<file path="src/rtl/alu_bist_pkg.sv">
// alu_bist_pkg: shared definitions for the ALU built-in self-test engine.
//   - ALU control-code constants
//   - test-vector width and field bit offsets
//   - FSM state encoding
//   - mk_vec(): packs one vector, used by the ROM case table
package alu_bist_pkg;

  localparam logic [5:0] CTL_ADD  = 6'b000000;
  localparam logic [5:0] CTL_SLL  = 6'b000001;
  localparam logic [5:0] CTL_SLT  = 6'b000010;
  localparam logic [5:0] CTL_XOR  = 6'b000100;
  localparam logic [5:0] CTL_SRL  = 6'b000101;
  localparam logic [5:0] CTL_OR   = 6'b000110;
  localparam logic [5:0] CTL_AND  = 6'b000111;
  localparam logic [5:0] CTL_SUB  = 6'b001000;
  localparam logic [5:0] CTL_SRA  = 6'b001101;
  localparam logic [5:0] CTL_BEQ  = 6'b010000;
  localparam logic [5:0] CTL_BNE  = 6'b010001;
  localparam logic [5:0] CTL_BGE  = 6'b010101;
  localparam logic [5:0] CTL_BLTU = 6'b010110;
  localparam logic [5:0] CTL_BGEU = 6'b010111;
  localparam logic [5:0] CTL_PASS = 6'b111111;

  // Vector layout, MSB first: control | branch_op | operand_a | operand_b | exp_result | exp_branch
  localparam int VEC_W   = 104;
  localparam int CTL_LSB = 98;
  localparam int BOP_BIT = 97;
  localparam int OPA_LSB = 65;
  localparam int OPB_LSB = 33;
  localparam int EXR_LSB = 1;
  localparam int EXB_BIT = 0;

  typedef enum logic [2:0] {
    S_IDLE  = 3'd0,
    S_FETCH = 3'd1,
    S_DRIVE = 3'd2,
    S_CHECK = 3'd3,
    S_DONE  = 3'd4
  } state_e;

  function automatic logic [VEC_W-1:0] mk_vec(
    input logic [5:0]  ctl,
    input logic        bop,
    input logic [31:0] opa,
    input logic [31:0] opb,
    input logic [31:0] exr,
    input logic        exb
  );
    return {ctl, bop, opa, opb, exr, exb};
  endfunction

endpackage

</file>
<file path="src/rtl/alu_bist_rom.sv">
// alu_bist_rom: test-vector ROM, one-cycle registered read.
//   clock_i  rising-edge clock
//   idx_i    vector index to read
//   data_o   registered vector (layout in alu_bist_pkg)
// Indices past the explicit table return ADD idx+idx, so any NUM_VECTORS
// up to 256 still yields self-consistent vectors.
module alu_bist_rom
  import alu_bist_pkg::*;
#(
  parameter int IDX_W = 8
) (
  input  logic             clock_i,
  input  logic [IDX_W-1:0] idx_i,
  output logic [VEC_W-1:0] data_o
);

  logic [VEC_W-1:0] vec_d;
  logic [VEC_W-1:0] data_q;
  logic [31:0]      idx32;

  assign idx32 = 32'(idx_i);

  always_comb begin
    vec_d = mk_vec(CTL_ADD, 1'b0, idx32, idx32, idx32 + idx32, 1'b0);
    case (idx32)
      32'd0:  vec_d = mk_vec(CTL_ADD,  1'b0, 32'h0000_0005, 32'h0000_0007, 32'h0000_000C, 1'b0);
      32'd1:  vec_d = mk_vec(CTL_ADD,  1'b0, 32'hFFFF_FFFF, 32'h0000_0001, 32'h0000_0000, 1'b0);
      32'd2:  vec_d = mk_vec(CTL_SLL,  1'b0, 32'h0000_0001, 32'h0000_0004, 32'h0000_0010, 1'b0);
      32'd3:  vec_d = mk_vec(CTL_SLT,  1'b0, 32'hFFFF_FFFF, 32'h0000_0001, 32'h0000_0001, 1'b0);
      32'd4:  vec_d = mk_vec(CTL_XOR,  1'b0, 32'hF0F0_F0F0, 32'h0FF0_0FF0, 32'hFF00_FF00, 1'b0);
      32'd5:  vec_d = mk_vec(CTL_SUB,  1'b0, 32'h0000_0020, 32'h0000_000F, 32'h0000_0011, 1'b0);
      32'd6:  vec_d = mk_vec(CTL_SRL,  1'b0, 32'h8000_0000, 32'h0000_001F, 32'h0000_0001, 1'b0);
      32'd7:  vec_d = mk_vec(CTL_OR,   1'b0, 32'h0000_00F0, 32'h0000_000F, 32'h0000_00FF, 1'b0);
      32'd8:  vec_d = mk_vec(CTL_AND,  1'b0, 32'hFF00_FF00, 32'h0FF0_0FF0, 32'h0F00_0F00, 1'b0);
      32'd9:  vec_d = mk_vec(CTL_SRA,  1'b0, 32'h8000_0000, 32'h0000_0004, 32'hF800_0000, 1'b0);
      32'd10: vec_d = mk_vec(CTL_BEQ,  1'b1, 32'h0000_0003, 32'h0000_0003, 32'h0000_0000, 1'b1);
      32'd11: vec_d = mk_vec(CTL_BNE,  1'b1, 32'h0000_0003, 32'h0000_0004, 32'h0000_0000, 1'b1);
      32'd12: vec_d = mk_vec(CTL_BGE,  1'b1, 32'hFFFF_FFFF, 32'h0000_0001, 32'h0000_0000, 1'b0);
      32'd13: vec_d = mk_vec(CTL_BLTU, 1'b1, 32'h0000_0001, 32'hFFFF_FFFF, 32'h0000_0000, 1'b1);
      32'd14: vec_d = mk_vec(CTL_BGEU, 1'b1, 32'hFFFF_FFFF, 32'h0000_0001, 32'h0000_0000, 1'b1);
      32'd15: vec_d = mk_vec(CTL_PASS, 1'b0, 32'h0000_0000, 32'h1234_5678, 32'h1234_5678, 1'b0);
      32'd16: vec_d = mk_vec(CTL_SUB,  1'b0, 32'h0000_0005, 32'h0000_0007, 32'hFFFF_FFFE, 1'b0);
      default: ;
    endcase
  end

  always_ff @(posedge clock_i) data_q <= vec_d;

  assign data_o = data_q;

endmodule

</file>
<file path="src/rtl/alu_bist.sv">
// alu_bist: ALU built-in self-test engine.
// Walks the vector ROM: FETCH (ROM read) -> DRIVE (SETTLE_CYCLES) -> CHECK,
// counting vectors whose result or branch flag disagree with the ROM.
//   clock_i/reset_i      clock, synchronous active-high reset
//   start_i              begin a run (honoured only in IDLE or DONE)
//   busy_o/done_o/pass_o run status; pass valid with done
//   fail_count_o         mismatching vectors, saturating at 255
//   vec_index_o          vector currently driven
//   alu_*_o              ALU stimulus, zero outside DRIVE/CHECK
//   alu_result_i/alu_branch_i  ALU response
//   first_fail_*_o       first mismatch capture; built only with
//                        ALU_BIST_CAPTURE_EN defined, otherwise tied to 0
module alu_bist
  import alu_bist_pkg::*;
#(
  parameter int NUM_VECTORS   = 32,
  parameter int IDX_W         = 8,
  parameter int SETTLE_CYCLES = 1
) (
  input  logic             clock_i,
  input  logic             reset_i,
  input  logic             start_i,
  output logic             busy_o,
  output logic             done_o,
  output logic             pass_o,
  output logic [7:0]       fail_count_o,
  output logic [IDX_W-1:0] vec_index_o,
  output logic [5:0]       alu_control_o,
  output logic             alu_branch_op_o,
  output logic [31:0]      alu_operand_a_o,
  output logic [31:0]      alu_operand_b_o,
  input  logic [31:0]      alu_result_i,
  input  logic             alu_branch_i,
  output logic [IDX_W-1:0] first_fail_index_o,
  output logic [31:0]      first_fail_result_o
);

  state_e           state_q, state_d;
  logic [IDX_W-1:0] idx_q, idx_d;
  logic [3:0]       cnt_q, cnt_d;
  logic [7:0]       fail_q, fail_d;
  logic [VEC_W-1:0] rom_data;
  logic             active, launch, mismatch;

  // ROM address is the live index: it is stable through FETCH, so the
  // registered word is valid from the first DRIVE cycle onward.
  alu_bist_rom #(.IDX_W(IDX_W)) u_rom (
    .clock_i (clock_i),
    .idx_i   (idx_q),
    .data_o  (rom_data)
  );

  // The ROM output register doubles as the stimulus register; gating by
  // state keeps the ALU inputs at zero outside DRIVE/CHECK.
  assign active   = (state_q == S_DRIVE) || (state_q == S_CHECK);
  assign launch   = ((state_q == S_IDLE) || (state_q == S_DONE)) && start_i;
  assign mismatch = (alu_result_i != rom_data[EXR_LSB +: 32]) ||
                    (alu_branch_i != rom_data[EXB_BIT]);

  assign alu_control_o   = active ? rom_data[CTL_LSB +: 6]  : '0;
  assign alu_branch_op_o = active ? rom_data[BOP_BIT]       : 1'b0;
  assign alu_operand_a_o = active ? rom_data[OPA_LSB +: 32] : '0;
  assign alu_operand_b_o = active ? rom_data[OPB_LSB +: 32] : '0;

  always_comb begin
    state_d = state_q;
    idx_d   = idx_q;
    cnt_d   = cnt_q;
    fail_d  = fail_q;
    case (state_q)
      S_IDLE, S_DONE: begin
        if (start_i) begin
          state_d = S_FETCH;
          idx_d   = '0;
          fail_d  = '0;
        end
      end
      S_FETCH: begin
        state_d = S_DRIVE;
        cnt_d   = '0;
      end
      S_DRIVE: begin
        if (cnt_q == 4'(SETTLE_CYCLES - 1)) state_d = S_CHECK;
        else                                cnt_d   = cnt_q + 4'd1;
      end
      S_CHECK: begin
        if (mismatch && (fail_q != 8'hFF)) fail_d = fail_q + 8'd1;
        if (idx_q == IDX_W'(NUM_VECTORS - 1)) begin
          state_d = S_DONE;
        end else begin
          state_d = S_FETCH;
          idx_d   = idx_q + 1'b1;
        end
      end
      default: state_d = S_IDLE;
    endcase
  end

  always_ff @(posedge clock_i) begin
    if (reset_i) begin
      state_q <= S_IDLE;
      idx_q   <= '0;
      cnt_q   <= '0;
      fail_q  <= '0;
    end else begin
      state_q <= state_d;
      idx_q   <= idx_d;
      cnt_q   <= cnt_d;
      fail_q  <= fail_d;
    end
  end

  assign busy_o       = (state_q == S_FETCH) || active;
  assign done_o       = (state_q == S_DONE);
  assign pass_o       = done_o && (fail_q == 8'd0);
  assign fail_count_o = fail_q;
  assign vec_index_o  = idx_q;

`ifdef ALU_BIST_CAPTURE_EN
  logic             seen_q, seen_d;
  logic [IDX_W-1:0] ffi_q, ffi_d;
  logic [31:0]      ffr_q, ffr_d;

  always_comb begin
    seen_d = seen_q;
    ffi_d  = ffi_q;
    ffr_d  = ffr_q;
    if (launch) begin
      seen_d = 1'b0;
      ffi_d  = '0;
      ffr_d  = '0;
    end else if ((state_q == S_CHECK) && mismatch && !seen_q) begin
      seen_d = 1'b1;
      ffi_d  = idx_q;
      ffr_d  = alu_result_i;
    end
  end

  always_ff @(posedge clock_i) begin
    if (reset_i) begin
      seen_q <= 1'b0;
      ffi_q  <= '0;
      ffr_q  <= '0;
    end else begin
      seen_q <= seen_d;
      ffi_q  <= ffi_d;
      ffr_q  <= ffr_d;
    end
  end

  assign first_fail_index_o  = ffi_q;
  assign first_fail_result_o = ffr_q;
`else
  logic unused_launch;
  assign unused_launch       = launch;
  assign first_fail_index_o  = '0;
  assign first_fail_result_o = '0;
`endif

endmodule
</file>
<file path="config.mk">
export PLATFORM = sky130hd
export DESIGN_NAME = alu_bist
export DESIGN_NICKNAME = d
export VERILOG_FILES = /design/src/rtl/alu_bist_pkg.sv /design/src/rtl/alu_bist_rom.sv /design/src/rtl/alu_bist.sv
export SDC_FILE = /design/constraint.sdc
export NUM_CORES = 1
export LEC_CHECK = 0
export CORE_ASPECT_RATIO = 0.7
export CORE_MARGIN = 1
export CORE_UTILIZATION = 50
export CTS_CLUSTER_DIAMETER = 50
export CTS_CLUSTER_SIZE = 8
export DETAILED_ROUTE_END_ITERATION = 12
export GPL_ROUTABILITY_DRIVEN = 0
export PLACE_DENSITY = 0.88
export SETUP_SLACK_MARGIN = 0.02
export SYNTH_ARGS = -nofsm -noshare
export SYNTH_HDL_FRONTEND = slang
export SYNTH_HIERARCHICAL = 1
export SYNTH_SLANG_ARGS = --single-unit
export TNS_END_PERCENT = 100
</file>
<file path="constraint.sdc">
create_clock -name clock_i -period 4.8 [get_ports clock_i]
set_clock_uncertainty 0.15 [all_clocks]
set_input_delay 0.72 -clock clock_i [delete_from_list [all_inputs] [get_ports clock_i]]
set_output_delay 0.72 -clock clock_i [all_outputs]
set_load 0.05 [all_outputs]
</file>
Word level (Yosys, flattened, before mapping)
Index checks and enable logic that the tools add are counted.
{"block": "word_totals", "regBits": 127, "latch_bits": 0, "ram_bits": 0, "rom_bits": 0, "input_bits": 36, "out_inout_bits": 130, "word_cells": 70, "mem_count": 0}
{"block": "op_classes", "add_sub_neg": 4, "mul": 0, "n_div": 0, "order_cmp": 0, "eq_ne": 29, "shifts": 0, "n_mux": 16, "bitwise_logic": 0, "n_reduce_logical": 16}
{"cell": "one-hot mux 104 bit (17 select lines)", "n": 1}
{"cell": "equality test 8 x 4 -> 1 bit, second input constant", "n": 8}
{"cell": "two-way mux 32 bit", "n": 2}
{"cell": "equality test 8 x 3 -> 1 bit, second input constant", "n": 4}
{"cell": "zero test 32 bit", "n": 1}
{"cell": "!= test 32 bit", "n": 1}
{"cell": "one-hot mux 8 bit (2 select lines)", "n": 2}
{"cell": "two-way mux 8 bit", "n": 3}
{"cell": "adder 8 x 1 -> 8 bit, second input constant", "n": 2}
{"cell": "equality test 8 x 2 -> 1 bit, second input constant", "n": 2}
{"cell": "equality test 8 x 5 -> 1 bit, second input constant", "n": 2}
{"cell": "one-hot mux 3 bit (4 select lines)", "n": 1}
{"cell": "adder 8 x 8 -> 9 bit", "n": 1}
{"cell": "two-way mux 3 bit", "n": 3}
{"cell": "equality test 8 x 1 -> 1 bit, second input constant", "n": 1}
{"cell": "zero test 8 bit", "n": 1}
{"cell": "!= test 8 bit, second input constant", "n": 1}
{"cell": "one-hot mux 4 bit (2 select lines)", "n": 1}
{"cell": "equality test 3 x 2 -> 1 bit, second input constant", "n": 2}
{"cell": "two-way mux 6 bit", "n": 1}
{"cell": "!= test 2 bit, second input constant", "n": 3}
{"cell": "AND reduction 3 bit", "n": 2}
{"cell": "adder 4 x 1 -> 4 bit, second input constant", "n": 1}
{"cell": "zero test 4 bit", "n": 1}
{"cell": "12 further kinds", "n": 18}

Logic depth before layout (Yosys ltp)
Gate-level depths: netlist of run 1.
{"block": "logic_depth", "word_depth": 5, "mapped_depth": 8, "ltp_nobuf": 7}

By module
Netlist of run 1, hierarchy kept.
{"mod": "alu_bist_rom", "instances": 1, "cells_each": 285, "area_per_inst_um2": 2454.9, "seq_area_each_um2": 1021.0}
{"mod": "alu_bist", "instances": 1, "cells_each": 316, "area_per_inst_um2": 2379.8, "seq_area_each_um2": 460.4}

Least setup slack after synthesis of run 1
OpenSTA, ideal clock, no wires.
{"block": "synth_timing", "kind": "register -> output", "from": "register state_q[0]", "to": "output pass_o", "t_arrival_ns": 2.675, "required_time_ns": 3.930, "path_slack_ns": 1.255, "stages_incl_launch_ff": 6, "path_buffers": 1, "cell_sequence": "dfxtp_1 -> buf_2 -> nor2_1 -> and2_1 -> nand4_1 -> nor4_1"}
{"block": "synth_via", "elab_chain_cells": 2}
{"item": "start: declaration", "line": "alu_bist.sv:38", "source": "state_e state_q, state_d;"}
{"item": "start signal: assignment", "line": "alu_bist.sv:106", "source": "state_q <= state_d;"}
{"item": "equality test 3 bit", "line": "alu_bist.sv:114", "source": "assign done_o = (state_q == S_DONE);"}
{"item": "named net done_o", "line": "alu_bist.sv:24", "source": "output logic done_o,"}
{"item": "logical AND 1 bit", "line": "alu_bist.sv:115", "source": "assign pass_o = done_o && (fail_q == 8'd0);"}
{"item": "end: declaration", "line": "alu_bist.sv:25", "source": "output logic pass_o,"}
The timed path passes the listed nets, and every way through them passes these cells.

Worst setup path after layout of run 1
{"block": "layout_timing", "from": "register state_q[1]", "to": "output alu_operand_a_o[17]"}
{"block": "layout_via", "elab_chain_cells": 3, "word_cells_on_any_way": 4, "classes_between": "2 x eq/ne; 1 x mux; 1 x reduce/logical"}
{"item": "equality test 3 x 2 -> 1 bit", "line": "alu_bist.sv:55", "source": "assign active = (state_q == S_DRIVE) || (state_q == S_CHECK);"}
{"item": "logical OR 1 bit (*)", "line": "alu_bist.sv:55"}
{"item": "two-way mux 32 bit (*)", "line": "alu_bist.sv:62", "source": "assign alu_operand_a_o = active ? rom_data[OPA_LSB +: 32] : '0;"}
{"item": "end: declaration", "line": "alu_bist.sv:30", "source": "output logic [31:0] alu_operand_a_o,"}
Mark *: on every way between the ends. The rest lies on a longest branch, timed or not.

==> metrics.cfg, run 1 <==
[timing]
tns_ps=0
timing.final.crit_period_ps=3720
fin_ws_ps=1080
finalCritPeriodShare=0.774
rsz0062_at_grt=no
whs_ps=379
finalHoldViolations=0
final_max_slew_viol_count=0
slew_headroom=0.248
worstMarginPinSlew_ps=1120
finalSetupViolCount=0
fmax_mhz=269

[grt]
met2_usage=0.365
grtUsageTotal=0.234
grt_start_max_net_pins=73
met1_usage=0.323
grt-busiest-layer=met2
grtUsageMet3=0.0584
grt_pass1_vias=3737
grt_pass1_wl_um=18900
gr-total-overflow=0
antenna_found_initial=1

[clocking]
cts_root_buf=clkbuf_16
worstSkewPairLatency_ps=340
clockBufferDepth=2
cts_tree=yes
clock-sinks=74
clk_pin_slew_worst_paths_ps=60
hold_buffers=0
cts_htree_levels=3
cts_resized=0
tritoncts.num_buffers=9
cts_setup_buffers=0

[pwr]
vdd.ir_drop.worst_uv=189
design_power_total_mw=1.94
p_leak_nw=2.37
powerDensity_mw_per_mm2=331

[worst_setup_path]
path_cells=inv_1 -> nor2_4 -> and2_1 -> clkdlybuf4s50_1
crit_buf_inv=2
cp.arrival_ps=2850
crit_slowest_cell=clkdlybuf4s50_1
required_ps=3930
cp_slowest_stage_delay_ps=820
crit_type=reg2out
critPathCaptureType=primary output
start_kind=flip-flop
regToRegEndpoint=fail_count_o[6]
timing.rr.start=u_rom/data_o[26]
r2r_slack_ps=2050
cp-startpoint=state_q[1]
critPathTopFamily=simple AND/OR/NAND/NOR gates
crit_fanout=72
rr_worst_depth=6

[yosys]
syn_area_per_cell_um2=8.04
synthArstFlopShare=0
synthCells=601
ys_types=63
ys.flop_type=dfxtp_1
synth_area_mm2=0.00483
yosys_register_bits=74
yosysWarnings=6
synth-edff-count=0
ys_seq_area_frac=0.306

[cells_and_area]
layout_commonest_cell=clkdlybuf4s50_1
layout-drive-gt1-share=0.0639
fin_cells=782
area_growth_pct=21.1
fin_util=0.635
stdcell_area_mm2=0.00586
mostFrequentLayoutCells=125 x clkdlybuf4s50_1, 74 x dfxtp_1, 72 x and2_1
nets=693

[place]
placed_cell_area_mm2=0.00555
hpwl_um=8380
placed_cells=765
port_buffers=125
preCtsSetupSlack_ps=1330

[die]
die_x_um=120
initial_utilization=0.525
core_mm2=0.00922
die-area_mm2=0.0101
row_count=29
die_h_um=84.3
ios=166

[detailed_routing]
avgViaCountPerCell=5.30
drc=0
ant_nets=0
drtPass1Iterations=6
dr.first_iter.drc_count=596
via_count=4142
avgRoutedWirePerCell_um=15.3
wirelength_um=12000

[flow_run]
cap_violations=0

[hold_path]
worstHoldEndpoint=cnt_q[3]
min_path_cells=2
hold_path.class=reg2reg
hold_start=cnt_q[3]

[run_status]
status=finished clean

power by group:
part | internal (mW) | switching [mW] | total [mW]
Combinational | 0.168 | 0.413 | 0.581
Sequential | 0.645 | 0.0344 | 0.680
Clock | 0.406 | 0.268 | 0.674
synthesized netlist by cell type (3+ instances only):
master | instances | area [um2]
buf_4 | 96 | 721
dfxtp_1 | 74 | 1480
and2_1 | 72 | 450
nor2_1 | 41 | 154
xor2_1 | 38 | 333
a21oi_1 | 32 | 160
nand2_1 | 31 | 116
o21ai_0 | 21 | 105
buf_2 | 15 | 75.1
clkbuf_1 | 15 | 56.3
nand3_1 | 14 | 70.1
inv_1 | 13 | 48.8
nor3_1 | 10 | 50.1
nor4_1 | 9 | 56.3
nand2b_1 | 8 | 50.1
nand4_1 | 8 | 50.1
o22ai_1 | 8 | 50.1
xnor2_1 | 7 | 61.3
a31oi_1 | 5 | 31.3
and3_1 | 5 | 31.3
ha_1 | 5 | 62.6
or2_2 | 5 | 31.3
a211oi_1 | 4 | 30.0
o211ai_1 | 4 | 30.0
o21ai_1 | 4 | 20.0
a211o_1 | 3 | 26.3
nor3_2 | 3 | 30.0
or4_1 | 3 | 22.5
worst register-to-register path: stages (launching register included):
cell and delay [ps]:
dfxtp_1 360, xor2_1 180, nor4_1 400, nand4_1 200, o31ai_1 930, o21ai_0 250
a22oi_1 220
layer usage:
layer | share of wire | vias up | routed length, um
met5 | 0 | - | 0
met4 | 0.011 | 0 | 134
met3 | 0.10 | 21 | 1220
met2 | 0.44 | 259 | 5300
met1 | 0.44 | 1870 | 5320
li1 | - | 1992 | -
sequential cells by signal, indices dropped and copies added (netlist names):
| register | count |
|---|---|
| fail_count_o | 8 |
| vec_index_o | 8 |
| state_q | 3 |
| cnt_q | 4 |
| u_rom/data_o | 51 |
worst max-delay path by stage:
| stage | end | slack (ps) | depth (start not counted) |
|---|---|---|---|
| CTS | alu_operand_a_o[17] | 1020 | 4 |
| global placement | fail_count_o[5] | 1460 | 7 |
| detailed placement | fail_count_o[5] | 1330 | 7 |
| floorplan | pass_o | 1250 | 5 |
| global route | alu_operand_b_o[7] | 830 | 4 |
| finish | alu_operand_a_o[17] | 1080 | 4 |
cell families after synthesis:
group                    synth area share
adder cells (fa/ha/maj)            0.0129
AO/OA/AOI/OAI                       0.141
flip-flops                          0.306
multiplexers                      0.00207
buffers and inverters               0.192
other                            0.000776
AND/OR/NAND/NOR                     0.264
XOR/XNOR                           0.0815
layout make-up:
cell class | instances | area, um2
Timing Repair Buffer | 129 | 1280
Sequential cell | 74 | 1480
Tap cell | 124 | 155
Multi-Input combinational cell | 424 | 2580
Inverter | 14 | 52.6
Antenna cell | 1 | 2.50
Clock buffer | 9 | 225
Clock inverter | 7 | 77.6
Fill cell | 758 | 3360
Power figures use the tool's default switching activity.
==> run 2: changes to the inputs <==
--- a/config.mk
+++ b/config.mk
@@ -7,12 +7,12 @@
 export LEC_CHECK = 0
 export CORE_ASPECT_RATIO = 0.7
 export CORE_MARGIN = 1
-export CORE_UTILIZATION = 50
+export CORE_UTILIZATION = 42
 export CTS_CLUSTER_DIAMETER = 50
 export CTS_CLUSTER_SIZE = 8
 export DETAILED_ROUTE_END_ITERATION = 12
 export GPL_ROUTABILITY_DRIVEN = 0
-export PLACE_DENSITY = 0.88
+export PLACE_DENSITY = 0.79
 export SETUP_SLACK_MARGIN = 0.02
 export SYNTH_ARGS = -nofsm -noshare
 export SYNTH_HDL_FRONTEND = slang
==> constraint.sdc (replaced) <==
create_clock -name clock_i -period 3.35 [get_ports clock_i]
set_clock_uncertainty 0.15 [all_clocks]
set_input_delay 0.5025 -clock clock_i [delete_from_list [all_inputs] [get_ports clock_i]]
set_output_delay 0.5025 -clock clock_i [all_outputs]
set_load 0.05 [all_outputs]
==> run 2 against run 1 <==
  * Hold slack better by 4.2 ps
  * Wire length down 6.4%
  * Die area up 19%
  * Register-to-register slack worse by 1100 ps
  * Flip-flop and latch count unchanged
  * Cell count up 4.1%
  * First-iteration DRC count down 38%
  * Largest cell class unchanged
  * Clock-buffer cell count up 3
  * Total power up 39%
  * Clock power up 32%
==> metrics.cfg, run 2 (synthesis results as in run 1) <==
[worst_setup_path]
cp.arrival_ps=2500  ; -350 ps
required_ps=2700  ; -1230 ps
crit_fanout=67  ; -6.9%
r2r_slack_ps=940  ; -1110 ps
crit_type=reg2out
regToRegEndpoint=u_rom/data_o[40]
timing.rr.start=vec_index_o[5]
critPathCaptureType=primary output
rr_worst_depth=4  ; -2
worstSetupEndpoint=alu_operand_a_o[21]
cp-startpoint=state_q[1]
start_kind=flip-flop

[pwr]
p_leak_nw=2.46  ; +3.8%
vdd.ir_drop.worst_uv=241  ; +28%
powerDensity_mw_per_mm2=463  ; +40%

[timing]
rsz0062_at_grt=no
slew_headroom=0.401  ; +0.153
worstMarginPinSlew_ps=898  ; -220 ps
tns_ps=0  ; unchanged
finalCritPeriodShare=0.940
fmax_mhz=318
finalHoldViolations=0  ; unchanged
finalSetupViolCount=0  ; unchanged
final_max_slew_viol_count=0  ; unchanged
timing.final.crit_period_ps=3150
whs_ps=383  ; +4.19 ps

[hold_path]
hold_path.class=reg2reg

[cells_and_area]
layout-drive-gt1-share=0.112  ; +0.0480
fill_cells=1002  ; +32%
regArea_mm2=0.00148  ; unchanged
area_growth_pct=20.6
mostFrequentLayoutCells=95 x clkdlybuf4s50_1, 74 x dfxtp_1, 72 x and2_1
fin_cells=814  ; +4.1%
multi_input_area_mm2=0.00258  ; unchanged
largest_reg_flops=51  ; unchanged
diodes=0  ; -1
nets=697  ; +0.58%
layout_commonest_cell=clkdlybuf4s50_1
stdcell_area_mm2=0.00583  ; -0.45%

[die]
die-area_mm2=0.0120  ; +19%
initial_utilization=0.436  ; -0.0887
core_mm2=0.0111  ; +20%
die_h_um=91.8  ; +8.9%
row_count=32  ; +10%
die_x_um=130  ; +9.0%
ios=166  ; unchanged

[detailed_routing]
avgViaCountPerCell=5.00  ; -5.7%
dr.first_iter.drc_count=370  ; -38%
drtPass1Iterations=6  ; unchanged
avgRoutedWirePerCell_um=13.8  ; -10%
ant_nets=0  ; unchanged
via_count=4066  ; -1.8%
drc=0  ; unchanged
wirelength_um=11200  ; -6.4%

[clocking]
clk_pin_slew_worst_paths_ps=50  ; about the same
cts_root_buf=clkbuf_16
cts_setup_buffers=0  ; unchanged
tritoncts.num_buffers=9  ; unchanged
clock-sinks=74  ; unchanged
cts_tree=yes
cts_htree_levels=3  ; unchanged
clockBufferDepth=2  ; unchanged
worstSkewPairLatency_ps=340  ; about the same

[run_status]
status=finished clean

[grt]
antenna_found_initial=0  ; -1
gr-total-overflow=0  ; unchanged
grtUsageTotal=0.189  ; -0.0450
grt_pass1_wl_um=17800  ; -5.7%
grt_start_max_net_pins=68  ; -6.8%
grt_pass1_vias=3572  ; -4.4%

[flow_run]
cap_violations=0  ; unchanged

[place]
hpwl_um=8370  ; -0.15%
placed_cell_area_mm2=0.00554  ; -0.11%
port_buffers=125  ; unchanged
placed_cells=798  ; +4.3%

## run 2: cell count changes in the layout (fill, tap and decap cells not counted), sizes merged
cell	previous run	this run
bufinv	1	0
inv	15	13
clkbuf	9	12
buf	4	37
diode	1	0
dlymetal6s2s	0	1
clkdlybuf4s50	125	95
## run 2: what timing repair did
item	4_1_cts	5_1_grt
setup endpoints to repair	0	1
gates resized for setup	0	1
hold buffers	0	0
## run 2: critical path, stage by stage (launching register included)
cell and delay (ps):
dfxtp_1 490, inv_1 170, nor2_4 110, buf_4 370
and2_1 190, clkdlybuf4s50_1 800
## run 2: final cells by class
cell class / count / area share
Sequential cell: 74 / 0.254
Clock inverter: 4 / 0.00451
Inverter: 14 / 0.00901
Clock buffer: 12 / 0.0440
Multi-Input combinational cell: 424 / 0.443
Timing Repair Buffer: 133 / 0.213
Tap cell: 153 / 0.0328
## run 2: power breakdown
part / total, mW / internal (mW) / switching, mW
combinational: 0.837 / 0.246 / 0.592
clock: 0.890 / 0.540 / 0.350
sequential: 0.972 / 0.925 / 0.0473
total: 2.70 / 1.71 / 0.989
## run 2: per-stage QoR
| step | util | total power [mW] | setup slack (ps) |
|---|---|---|---|
| finish | 0.526 | 2.70 | 202 |
| floorplan | - | 1.67 | 22.4 |
| global placement | 0.500 | 1.80 | 616 |
| detailed placement | 0.500 | 1.82 | 569 |
| global route | 0.526 | 2.83 | 27.7 |
| CTS | 0.525 | 2.71 | 202 |
## run 2: routing by layer
metal | part of all wire | track usage
met5 | 0 | 0
met4 | 0.015 | 0.0514
met3 | 0.10 | 0.0636
met2 | 0.44 | 0.289
met1 | 0.44 | 0.252
## run 2: worst min-delay path by stage
| stage | start | endpoint | depth (start not counted) |
|---|---|---|---|
| floorplan | cnt_q[3] | cnt_q[3] | 2 |
| global placement | cnt_q[3] | cnt_q[3] | 2 |
| detailed placement | cnt_q[3] | cnt_q[3] | 2 |
| CTS | cnt_q[3] | cnt_q[3] | 2 |
| global route | cnt_q[3] | cnt_q[3] | 2 |
| finish | cnt_q[3] | cnt_q[3] | 2 |
